[src/rtl/jtsdram_bank_wr_if.sv]
// Write-request bus between the bank filler (master) and the SDRAM controller (slave).
interface jtsdram_bank_wr_if #(
    parameter int unsigned AW = 22
) ();
    logic [AW-1:0] addr;
    logic          wr;
    logic [15:0]   wdata;
    logic          ack;
    logic          rdy;

    modport master (output addr, wr, wdata, input ack, rdy);
    modport slave  (input addr, wr, wdata, output ack, rdy);
endinterface

[src/rtl/jtsdram_bank_wr.sv]
// SDRAM bank filler: writes one pattern word per address over the whole bank,
// with a per-state watchdog that aborts a stalled handshake.
module jtsdram_bank_wr #(
    parameter int unsigned AW      = 22,
    parameter int unsigned TIMEOUT = 1023
) (
    input  logic                  clk,
    input  logic                  rst,
    input  logic                  start,
    input  logic [1:0]            mode,
    input  logic [15:0]           data_ref,
    jtsdram_bank_wr_if.master     bus,
    output logic                  busy,
    output logic                  done,
    output logic                  err
);
    localparam int unsigned TW = (TIMEOUT < 2) ? 1 : $clog2(TIMEOUT + 1);

    typedef enum logic [1:0] {IDLE, REQ, WAIT, DONE} state_t;

    state_t        state_q, state_d;
    logic [AW-1:0] addr_q, addr_d;
    logic          wr_q, wr_d;
    logic [15:0]   wdata_q, wdata_d;
    logic          done_q, done_d;
    logic          err_q, err_d;
    logic [TW-1:0] timer_q, timer_d;
    logic [15:0]   lfsr_q, lfsr_d;
    logic [1:0]    mode_q, mode_d;
    logic [15:0]   base_q, base_d;

    logic [15:0]   seed;
    logic [15:0]   lfsr_nxt;
    logic [AW-1:0] addr_inc;
    logic [TW-1:0] timer_inc;
    logic          timeout;

    // Word generator shared by the start path and the per-address advance
    function automatic logic [15:0] pattern(input logic [1:0] m, input logic [15:0] base,
                                            input logic [AW-1:0] a, input logic [15:0] l);
        logic [15:0] w;
        case (m)
            2'd0:    w = base;
            2'd1:    w = base ^ 16'(a);
            2'd2:    w = l;
            default: w = ~base;
        endcase
        return w;
    endfunction

    assign lfsr_nxt  = {lfsr_q[14:0], lfsr_q[15] ^ lfsr_q[13] ^ lfsr_q[12] ^ lfsr_q[10]};
    assign addr_inc  = addr_q + AW'(1);
    assign timer_inc = timer_q + TW'(1);
    // The visit is aborted on the edge where the count would reach TIMEOUT
    assign timeout   = (timer_inc == TW'(TIMEOUT));

    always_ff @(posedge clk) begin
        if (rst) state_q <= IDLE;
        else     state_q <= state_d;
    end

    always_comb begin
        state_d = state_q;
        addr_d  = addr_q;
        wr_d    = wr_q;
        wdata_d = wdata_q;
        done_d  = done_q;
        err_d   = err_q;
        timer_d = timer_q;
        lfsr_d  = lfsr_q;
        mode_d  = mode_q;
        base_d  = base_q;
        seed    = (data_ref == 16'h0000) ? 16'h0001 : data_ref;

        if (start) begin
            // Restart wins over any handshake seen in the same cycle
            mode_d  = mode;
            base_d  = data_ref;
            lfsr_d  = seed;
            addr_d  = '0;
            wr_d    = 1'b1;
            wdata_d = pattern(mode, data_ref, '0, seed);
            done_d  = 1'b0;
            err_d   = 1'b0;
            timer_d = '0;
            state_d = REQ;
        end else begin
            case (state_q)
                REQ: begin
                    if (bus.ack) begin
                        wr_d    = 1'b0;
                        timer_d = '0;
                        state_d = WAIT;
                    end else if (timeout) begin
                        wr_d    = 1'b0;
                        err_d   = 1'b1;
                        done_d  = 1'b1;
                        state_d = DONE;
                    end else begin
                        timer_d = timer_inc;
                    end
                end
                WAIT: begin
                    if (bus.rdy) begin
                        lfsr_d  = lfsr_nxt;
                        timer_d = '0;
                        if (addr_q == '1) begin
                            addr_d  = '0;
                            done_d  = 1'b1;
                            state_d = DONE;
                        end else begin
                            addr_d  = addr_inc;
                            wdata_d = pattern(mode_q, base_q, addr_inc, lfsr_nxt);
                            wr_d    = 1'b1;
                            state_d = REQ;
                        end
                    end else if (timeout) begin
                        err_d   = 1'b1;
                        done_d  = 1'b1;
                        state_d = DONE;
                    end else begin
                        timer_d = timer_inc;
                    end
                end
                default: ;
            endcase
        end
    end

    always_ff @(posedge clk) begin
        if (rst) begin
            addr_q  <= '0;
            wr_q    <= 1'b0;
            wdata_q <= '0;
            done_q  <= 1'b0;
            err_q   <= 1'b0;
            timer_q <= '0;
            lfsr_q  <= 16'h0001;
            mode_q  <= '0;
            base_q  <= '0;
        end else begin
            addr_q  <= addr_d;
            wr_q    <= wr_d;
            wdata_q <= wdata_d;
            done_q  <= done_d;
            err_q   <= err_d;
            timer_q <= timer_d;
            lfsr_q  <= lfsr_d;
            mode_q  <= mode_d;
            base_q  <= base_d;
        end
    end

    assign bus.addr  = addr_q;
    assign bus.wr    = wr_q;
    assign bus.wdata = wdata_q;
    assign done      = done_q;
    assign err       = err_q;
    assign busy      = (state_q == REQ) || (state_q == WAIT);

endmodule

[src/flat_wrapper.sv]
// flat-port wrapper written by rule: the top's interface ports become plain ports
module jtsdram_bank_wr_flat 
#(
    parameter int unsigned AW      = 22,
    parameter int unsigned TIMEOUT = 1023
)
  (clk, rst, start, mode, data_ref, busy, done, err, bus_addr, bus_wr, bus_wdata, bus_ack, bus_rdy);
  jtsdram_bank_wr_if #(.AW(AW)) bus_i ();
  input  logic clk;
  input  logic rst;
  input  logic start;
  input  logic [1:0] mode;
  input  logic [15:0] data_ref;
  output logic busy;
  output logic done;
  output logic err;
  output wire logic [$bits(bus_i.addr)-1:0] bus_addr;
  output wire logic [$bits(bus_i.wr)-1:0] bus_wr;
  output wire logic [$bits(bus_i.wdata)-1:0] bus_wdata;
  input wire logic [$bits(bus_i.ack)-1:0] bus_ack;
  input wire logic [$bits(bus_i.rdy)-1:0] bus_rdy;
  assign bus_addr = bus_i.addr;
  assign bus_wr = bus_i.wr;
  assign bus_wdata = bus_i.wdata;
  assign bus_i.ack = bus_ack;
  assign bus_i.rdy = bus_rdy;
  jtsdram_bank_wr #(.AW(AW), .TIMEOUT(TIMEOUT)) u_core (.clk(clk), .rst(rst), .start(start), .mode(mode), .data_ref(data_ref), .bus(bus_i), .busy(busy), .done(done), .err(err));
endmodule
[config.mk]
export PLATFORM = sky130hd
export DESIGN_NAME = jtsdram_bank_wr_flat
export DESIGN_NICKNAME = d
export VERILOG_FILES = /design/src/rtl/jtsdram_bank_wr_if.sv /design/src/rtl/jtsdram_bank_wr.sv /design/src/flat_wrapper.sv
export SDC_FILE = /design/constraint.sdc
export NUM_CORES = 1
export LEC_CHECK = 0
export CORE_UTILIZATION = 52
export DETAILED_ROUTE_END_ITERATION = 7
export HOLD_SLACK_MARGIN = 0.1
export PLACE_DENSITY = 0.75
export SLEW_MARGIN = 10
export SYNTH_ARGS = -nofsm -noshare
export SYNTH_HDL_FRONTEND = slang
export SYNTH_SLANG_ARGS = --single-unit
[constraint.sdc]
create_clock -name clk -period 2.45 [get_ports clk]
set_clock_uncertainty 0.15 [all_clocks]
set_input_delay 0.3675 -clock clk [delete_from_list [all_inputs] [get_ports clk]]
set_output_delay 0.3675 -clock clk [all_outputs]
set_load 0.05 [all_outputs]
# Word-level counts from Yosys, hierarchy flattened
# Index checks and enable logic that the tools add are counted.
# word_totals
elab_cells,86
input_bits,23
output_inout_bits,42
reg_bits,87
# classes
n_bitwise,6
add_sub_neg,2
reduce_logical,16
muxes,36
eq_ne,15
# ops
cell,n
$mux W16,8
$pmux W16 S3,1
$not A16 Y16,2
$pmux W16 S2,1
$mux W10,3
$add A22 B1 Y22 const B,1
$eq A22 B22 Y1 const B,1
$mux W22,1
$pmux W10 S2,1
$logic_not A16 Y1,1
$xor A16 B16 Y16,1
$mux W1,13
$add A10 B1 Y10 const B,1
$eq A10 B10 Y1 const B,1
$reduce_and A3 Y1,3
$mux W2,4
$eq A2 B1 Y1 const B,3
$eq A2 B2 Y1 const B,3
$ne A2 B2 Y1 const B,3
$ne A3 B3 Y1 const B,2
$pmux W1 S2,3
$reduce_bool A2 Y1,3
$logic_not A2 Y1,2
$ne A4 B3 Y1 const B,1
8 further kinds,12

# Longest topological paths before layout
# Gate-level depths: netlist of the first run.
# logic_depth
word_depth,8
ltp_mapped,9
ltp_nobuf,7

# Worst setup path before layout of the first run
# No wires, ideal clock.
# synth_path
path_type,flip-flop to flip-flop
start,reg u_core.addr_q[0] (netlist: u_core.bus.addr[0])
end,reg u_core.wdata_q[14] (netlist: u_core.bus.wdata[14])
stages_incl_launch_ff,7
path_buffers,0
t_arrival_ps,2368
t_required_ps,2158
period_less_slack_ps,2661
setup_time_ps,142
setup_slack_ps,-211
cell_sequence,dfxtp_1 ha_1 nand3_1 nor4_1 mux2_2 a211oi_1 a311oi_2
# synth_via
elab_chain_cells,7
word_cells_on_any_way,10
cone_classes,add/sub: 1; eq/ne: 2; mux: 5; bitwise: 1; reduce/logical: 1
# synth_lines
element,line_no,rtl
start: declaration,jtsdram_bank_wr.sv:22,"logic [AW-1:0] addr_q, addr_d;"
start signal: assignment,jtsdram_bank_wr.sv:142,addr_q <= addr_d;
$add A22 B1 Y22,jtsdram_bank_wr.sv:52,assign addr_inc = addr_q + AW'(1);
$xor A16 B16 Y16,jtsdram_bank_wr.sv:44,2'd1: w = base ^ 16'(a);
$pmux W16 S3,jtsdram_bank_wr.sv:42,case (m)
$mux W16,jtsdram_bank_wr.sv:107,if (addr_q == '1) begin
$mux W16,jtsdram_bank_wr.sv:104,if (bus.rdy) begin
$mux W16,jtsdram_bank_wr.sv:88,case (state_q)
$mux W16,jtsdram_bank_wr.sv:75,if (start) begin
end signal: assignment,jtsdram_bank_wr.sv:144,wdata_q <= wdata_d;
end: declaration,jtsdram_bank_wr.sv:24,"logic [15:0] wdata_q, wdata_d;"
# Several ways; a longest one is shown, not always the timed one. The select of a mux whose other input is x is not followed.
# A chain may end at the register's enable or synchronous reset.

# Final worst setup path of the first run
# layout_path
start,reg u_core.addr_q[11] (netlist: u_core.bus.addr[11])
end,reg u_core.addr_q[9] (netlist: u_core.bus.addr[9])
# layout_via
elab_chain_cells,2
# layout_lines
element,line_no
$eq A22 B22 Y1,jtsdram_bank_wr.sv:107
$mux W22,jtsdram_bank_wr.sv:107
# No other way between the ends.

==> summary.txt, run 1 <==
STA
  • Final Setup Violations: 0
  • Fmax: roughly 430 MHz
  • RSZ-0062 raised after global routing: no
  • Final Hold Viols: 0
  • Final period util: a little over nine tenths
  • Worst hold-check slack: 0.2590 ns
  • Slew Limit Fails: 0
  • Actual slew at the worst max-slew pin: 0.7141 ns
  • Setup tns final: 0 ns
  • Max-slew headroom: 51.95%
  • Final Critical Period: 2.304 ns

Global route
  • Initial antenna violation count: 0
  • Pin count of the biggest net entering global routing: 50
  • GRT Overall Usage: 30.72%
  • Vias in the first global route: 5,095
  • Total grt overflow: 0
  • First-pass GRT wire length: 24,960 um

Layout
  • Share of cells above drive strength 1: 14.44%
  • Commonest non-fill, non-tap cells in the layout: 87 x nor2_1, 82 x dfxtp_1, 72 x nand2_1
  • Nets: 778
  • Commonest non-fill, non-tap cell in the layout: nor2_1
  • Post-Layout Inst Area: approximately 6500 sq um
  • Area Overhead vs Synth: 23.67%
  • Number of inserted diodes: 0
  • FILL cells: 846

Job
  • Max Cap Viol: 0

Synthesis
  • Synth Register Bits: 87
  • Ys Warns: 0
  • Post-synthesis sequential area ratio: 33.21%
  • Asr flop ratio synth: 0%
  • Synthesized area: 5244 sq um
  • Synth Net Count: 690
  • Syn avg cell area: 7.921 sq um
  • Post-synth EDFFs: 0
  • Primary FF master, synth: dfxtp_1
  • Post-Synthesis Cells: 662
  • Unique masters post-synth: just under 70

Worst setup path
  • Worst path max stage delay: 0.56 ns
  • Bufs and invs on worst path: 1
  • CP startpoint kind: flip-flop
  • Setup crit end kind: flip-flop
  • Worst path top cell family by delay: simple AND/OR/NAND/NOR gates
  • Worst path slowest cell: nor4_4
  • Crit Path Max Fanout: 10
  • Critical Path AT: between 2 and 2.5 ns
  • Worst endpoint required time: 2.53 ns
  • CP Cell Sequence: nand4_4 > nor4_4 > buf_4 > nand3_1 > a21oi_1 > o22ai_1
  • Critical path class: reg2reg

Clock network
  • Root buf cell: clkbuf_8
  • Clock slew at reported path FFs: approximately 0.090 ns
  • Post-CTS Setup Bufs: 0
  • TritonCTS clock tree: yes
  • # hold bufs at CTS: 0
  • Clock Latency Late Sink: approximately 0.36 ns
  • Clk sink count: 87
  • CTS Buf Count: 9
  • H-tree depth: 3
  • PostCTS Resize Cnt: 0
  • Clock tree buffer depth: 2

Placed design
  • Port bufs: 64
  • Final HPWL DP: 11,210 um
  • GPL Wtd Cong: 0.9514
  • Post-DP Area: 6295 sq um

Floorplan
  • Row cnt: 36
  • Die area: 10,490 sq um
  • Initial Utilization: 53.65%
  • I/O pin count: 65
  • Die Ht: just over 100 um
  • Chip width: 102.4 um
  • Core area: 9774 sq um

Pwr
  • VDD IR max: 0.0002629 V
  • Net Switching: 0.9721 mW
  • Sequential fraction of design power: 48.1%
  • Switching share of power: 30.59%
  • Power per Cell Area: about 490 nW/um^2
  • Combinational power share: 20.0%
  • Clock group share of total power: a little under a third
  • Int Power: around 2.2 mW
  • Pleak: 2.348 nW

Detailed routing
  • DRT Wirelength: approximately 15,000 um
  • Routed Antenna Nets: 0
  • DR WL/cell: 17.41 um
  • DRC errors left: 0
  • DR pass1 iterations: 5
  • DR iter-0 viols: 377
  • DR vias/cell: around 6.1
  • Vias: approximately 5,400

Worst hold path
  • Hold crit path type: in2reg

Status
  • Status: finished, final reports clean
-- worst min-delay path: cells and delay by family --
family                 cells  cell delay (ns)
buffers and inverters      1             0.10
AOI/OAI and AO/OA          1             0.14
and+or+nand+nor            1             0.13
-- cell families (layout without fill, tap and decap cells) --
group                      count (synthesis)  in the layout  synth area share, %
and+or+nand+nor                          277            277                25.72
AOI/OAI and AO/OA                        158            158                21.76
DFF                                       87             87                33.21
buffers and inverters                     60            153                4.700
xor gates and xnor gates                  41             41                6.848
muxes                                     34             34                6.562
adders and majority gates                  5              5                1.193
-- flip-flops by register name, summed over array words and instances (netlist names) --
name              count
u_core.lfsr_q        16
u_core.base_q        16
u_core.bus.wr         1
u_core.mode_q         2
u_core.state_q        2
u_core.done           1
u_core.bus.addr      22
u_core.err            1
u_core.timer_q       10
u_core.bus.wdata     16
-- power by group through the flow --
| stage | Combinational, mW | Sequential (mW) | Clock (mW) |
|---|---|---|---|
| 2_1_floorplan | 0.333 | 1.63 | 0 |
| 3_3_place_gp | 0.613 | 1.56 | 0 |
| 4_1_cts | 0.631 | 1.53 | 1.03 |
| 6_report | 0.635 | 1.53 | 1.01 |
| 5_1_grt | 0.688 | 1.54 | 1.08 |
| 3_5_place_dp | 0.627 | 1.56 | 0 |
-- path summary, 6_finish.rpt --
kind              cells after the start             endpoint  slack [ns]           startpoint
setup / recovery                      6   u_core.bus.addr[9]        0.15  u_core.bus.addr[11]
hold reg to reg                       2  u_core.bus.wdata[0]        0.34  u_core.bus.wdata[0]
hold / removal                        3    u_core.timer_q[5]        0.26                  rst
setup reg to reg                      6   u_core.bus.addr[9]        0.15  u_core.bus.addr[11]
-- Yosys cell counts, types with 4 or more instances --
cell,number,area [sq um]
dfxtp_1,87,1742
buf_1,6,22.52
o211ai_1,7,52.55
o31ai_1,4,30.03
nand4_1,9,56.30
and2_1,6,37.54
nor2b_1,5,31.28
nor2_1,87,326.6
nand2_1,72,270.3
a21oi_1,57,285.3
nor3_1,23,115.1
or3_1,8,50.05
ha_1,5,62.56
nor3b_1,4,30.03
mux2i_1,31,310.3
nand3_1,20,100.1
o21ai_0,23,115.1
xnor2_1,29,254.0
clkbuf_1,30,112.6
a311oi_1,6,52.55
a31oi_1,10,62.56
o211a_1,6,60.06
nand2b_1,6,37.54
xor2_1,12,105.1
inv_1,16,60.06
a311oi_2,8,120.1
nor4_1,17,106.4
a211oi_1,5,37.54
buf_2,4,20.02
-- routing by layer --
| layer | part of all wire [%] | routed length (um) | track usage, % |
|---|---|---|---|
| met1 | 42 | 6552 | 38.98 |
| met5 | 0 | 0 | 0 |
| met4 | 4.0 | 612 | 15.71 |
| met2 | 47 | 7255 | 50.36 |
| met3 | 6.7 | 1041 | 4.788 |
-- per-stage QoR --
stage                     std cells  util, %  power, mW  worst slack (ns)
after global routing            888    66.35      3.303          0.008889
final                           888    66.35      3.178            0.1463
after CTS                       888    66.35      3.185            0.1817
after global placement          872    64.40      2.170            0.1192
after detailed placement        872    64.40      2.187            0.1495
after floorplan                 662        -      1.959           0.01178
-- cell type report --
| class | count | area [sq um] | share of cell area (%) |
|---|---|---|---|
| Multi-Input combinational cell | 515 | 3256 | 50.20 |
| Sequential cell | 87 | 1748 | 26.95 |
| Timing Repair Buffer | 120 | 1061 | 16.36 |
| Tap cell | 133 | 166.4 | 2.566 |
| Clock buffer | 11 | 131.4 | 2.026 |
| Inverter | 17 | 63.81 | 0.9840 |
| Clock inverter | 5 | 58.81 | 0.9068 |
(Power assumes the default switching activity.)
==> inputs of run 2 (changes only) <==
CORE_UTILIZATION = 45   (was 52)
PLACE_DENSITY = 0.67   (was 0.75)
==> summary.txt, run 2 (synthesis gave the netlist of run 1 again) <==
STA
  • Final Setup Violations: 0 (unchanged)
  • Fmax: 446.1 MHz (+2.8%)
  • Max-slew headroom: 56.43% (+4.5 points)
  • Final Critical Period: 2.242 ns (-0.06220 ns)
  • Setup tns final: 0 ns (unchanged)
  • Actual slew at the worst max-slew pin: 0.6506 ns (-0.06355 ns)
  • Final Hold Viols: 0 (unchanged)
  • Slew Limit Fails: 0 (unchanged)
  • Final period util: 91.49% (-2.5 points)
  • RSZ-0062 raised after global routing: no

Pwr
  • Net Switching: 1.016 mW (+4.5%)
  • Power per Cell Area: 538.2 nW/um^2 (+9.8%)
  • VDD IR max: 0.0004269 V (+62%)
  • Switching share of power: 28.74% (-1.9 points)
  • Sequential fraction of design power: 43.3% (-4.8 points)
  • Int Power: 2.519 mW (+14%)
  • Combinational power share: 17.6% (-2.4 points)
  • Clock group share of total power: 39.0% (+7.1 points)
  • Pleak: 2.383 nW (+1.5%)

Global route
  • Pin count of the biggest net entering global routing: 51 (+2.0%)
  • First-pass GRT wire length: 24,430 um (-2.1%)
  • Vias in the first global route: 4,841 (-5.0%)
  • Total grt overflow: 0 (unchanged)
  • Initial antenna violation count: 0 (unchanged)
  • GRT Overall Usage: 26.56% (-4.2 points)

Clock network
  • Root buf cell: clkbuf_16
  • Clock Latency Late Sink: 0.35 ns (about the same)
  • H-tree depth: 3 (unchanged)
  • PostCTS Resize Cnt: 0 (unchanged)
  • Post-CTS Setup Bufs: 0 (unchanged)
  • Clk sink count: 87 (unchanged)
  • CTS Buf Count: 9 (unchanged)
  • TritonCTS clock tree: yes
  • Clock tree buffer depth: 2 (unchanged)
  • # hold bufs at CTS: 0 (unchanged)
  • Clock slew at reported path FFs: 0.07 ns (-0.02 ns)

Floorplan
  • Die Ht: 110.0 um (+7.4%)
  • Core area: 11,370 sq um (+16%)
  • I/O pin count: 65 (unchanged)
  • Chip width: 110.0 um (+7.4%)
  • Initial Utilization: 46.12% (-7.5 points)
  • Die area: 12,090 sq um (+15%)
  • Row cnt: 39 (+8.3%)

Placed design
  • GPL Wtd Cong: 0.8720 (-8.3%)
  • Post-DP Area: 6277 sq um (-0.28%)
  • Port bufs: 64 (unchanged)
  • Final HPWL DP: 10,980 um (-2.1%)

Worst setup path
  • Reg2reg setup slack: 0.21 ns (+0.06 ns)
  • Crit Path Max Fanout: 5 (-5)
  • Critical path class: reg2reg
  • CP startpoint kind: flip-flop
  • Worst endpoint required time: 2.52 ns (about the same)
  • Critical Path AT: 2.31 ns (-0.08 ns)
  • Setup crit end kind: flip-flop

Detailed routing
  • Routed Antenna Nets: 0 (unchanged)
  • DR vias/cell: 5.855 (-3.3%)
  • DRT Wirelength: 15,060 um (-2.6%)
  • DR iter-0 viols: 433 (+15%)
  • DR WL/cell: 16.84 um (-3.3%)
  • DRC errors left: 0 (unchanged)
  • DR pass1 iterations: 5 (unchanged)
  • Vias: 5,234 (-2.7%)

Layout
  • FILL cells: 1,099 (+30%)
  • Reg area: 1748 sq um (unchanged)
  • Commonest non-fill, non-tap cells in the layout: 87 x nor2_1, 82 x dfxtp_1, 72 x nand2_1
  • Nets: 774 (-0.51%)
  • Post-Layout Inst Area: 6568 sq um (+1.3%)
  • Area Overhead vs Synth: 25.24%
  • Number of inserted diodes: 0 (unchanged)
  • Largest register FFs: 22 (unchanged)
  • Multi-input logic area: 3256 sq um (unchanged)
  • Share of cells above drive strength 1: 14.11% (-0.32 points)
  • Commonest non-fill, non-tap cell in the layout: nor2_1

Worst hold path
  • Hold crit path type: in2reg

Status
  • Status: finished, final reports clean

Job
  • Max Cap Viol: 0 (unchanged)
-- run 2: worst max-delay path, stage by stage, from the launching register on --
cell	delay [ns]
dfxtp_2	0.38
ha_1	0.18
nand3_1	0.15
nor4_1	0.50
mux2_2	0.39
a211oi_1	0.25
a311oi_2	0.12
-- run 2: final timing paths --
| path | cells after the start | startpoint | endpoint |
|---|---|---|---|
| setup / recovery | 6 | u_core.bus.addr[1] | u_core.bus.wdata[14] |
| setup reg to reg | 6 | u_core.bus.addr[1] | u_core.bus.wdata[14] |
| hold reg to reg | 1 | u_core.err | u_core.err |
| hold / removal | 3 | rst | u_core.bus.wdata[1] |
-- run 2: per-layer routing --
layer	routed length, um	vias up	share of wire, %	global-route usage [%]
met1	6796	2497	45	34.46
met5	0	-	0	0
met3	711	22	4.7	3.142
met2	7197	153	48	43.75
li1	-	2562	-	-
met4	351	0	2.3	12.38
-- run 2: power groups by stage --
stage	sequential [mW]	combinational, mW	clock [mW]
5_1_grt	1.54	0.678	1.45
4_1_cts	1.53	0.622	1.41
3_3_place_gp	1.56	0.610	0
2_1_floorplan	1.63	0.333	0
6_report	1.53	0.623	1.38
3_5_place_dp	1.56	0.618	0
-- run 2: cell type report --
cell class / instances / area share (%)
Tap cell: 143 / 2.724
Clock buffer: 10 / 3.486
Timing Repair Buffer: 116 / 15.70
Sequential cell: 87 / 26.61
Multi-Input combinational cell: 515 / 49.57
Clock inverter: 6 / 0.9335
Inverter: 17 / 0.9716
-- run 2: through the flow --
stage	total power [mW]	util [%]	hold slack (ns)	worst slack, ns	instances
3_5_place_dp	2.180	55.21	0.3230	0.09269	878
4_1_cts	3.559	57.76	0.2737	0.2023	894
5_1_grt	3.670	57.76	0.3045	0.08437	894
6_report	3.535	57.76	0.2874	0.2085	894
2_1_floorplan	1.959	-	0.3131	0.01178	662
3_3_place_gp	2.170	55.21	0.3109	0.06285	878
==> inputs of run 3 (changes only) <==
CORE_MARGIN = 1   (was unset)
==> results of run 3 <==
No change in the layout: final DEF, timing and power equal those of run 2.
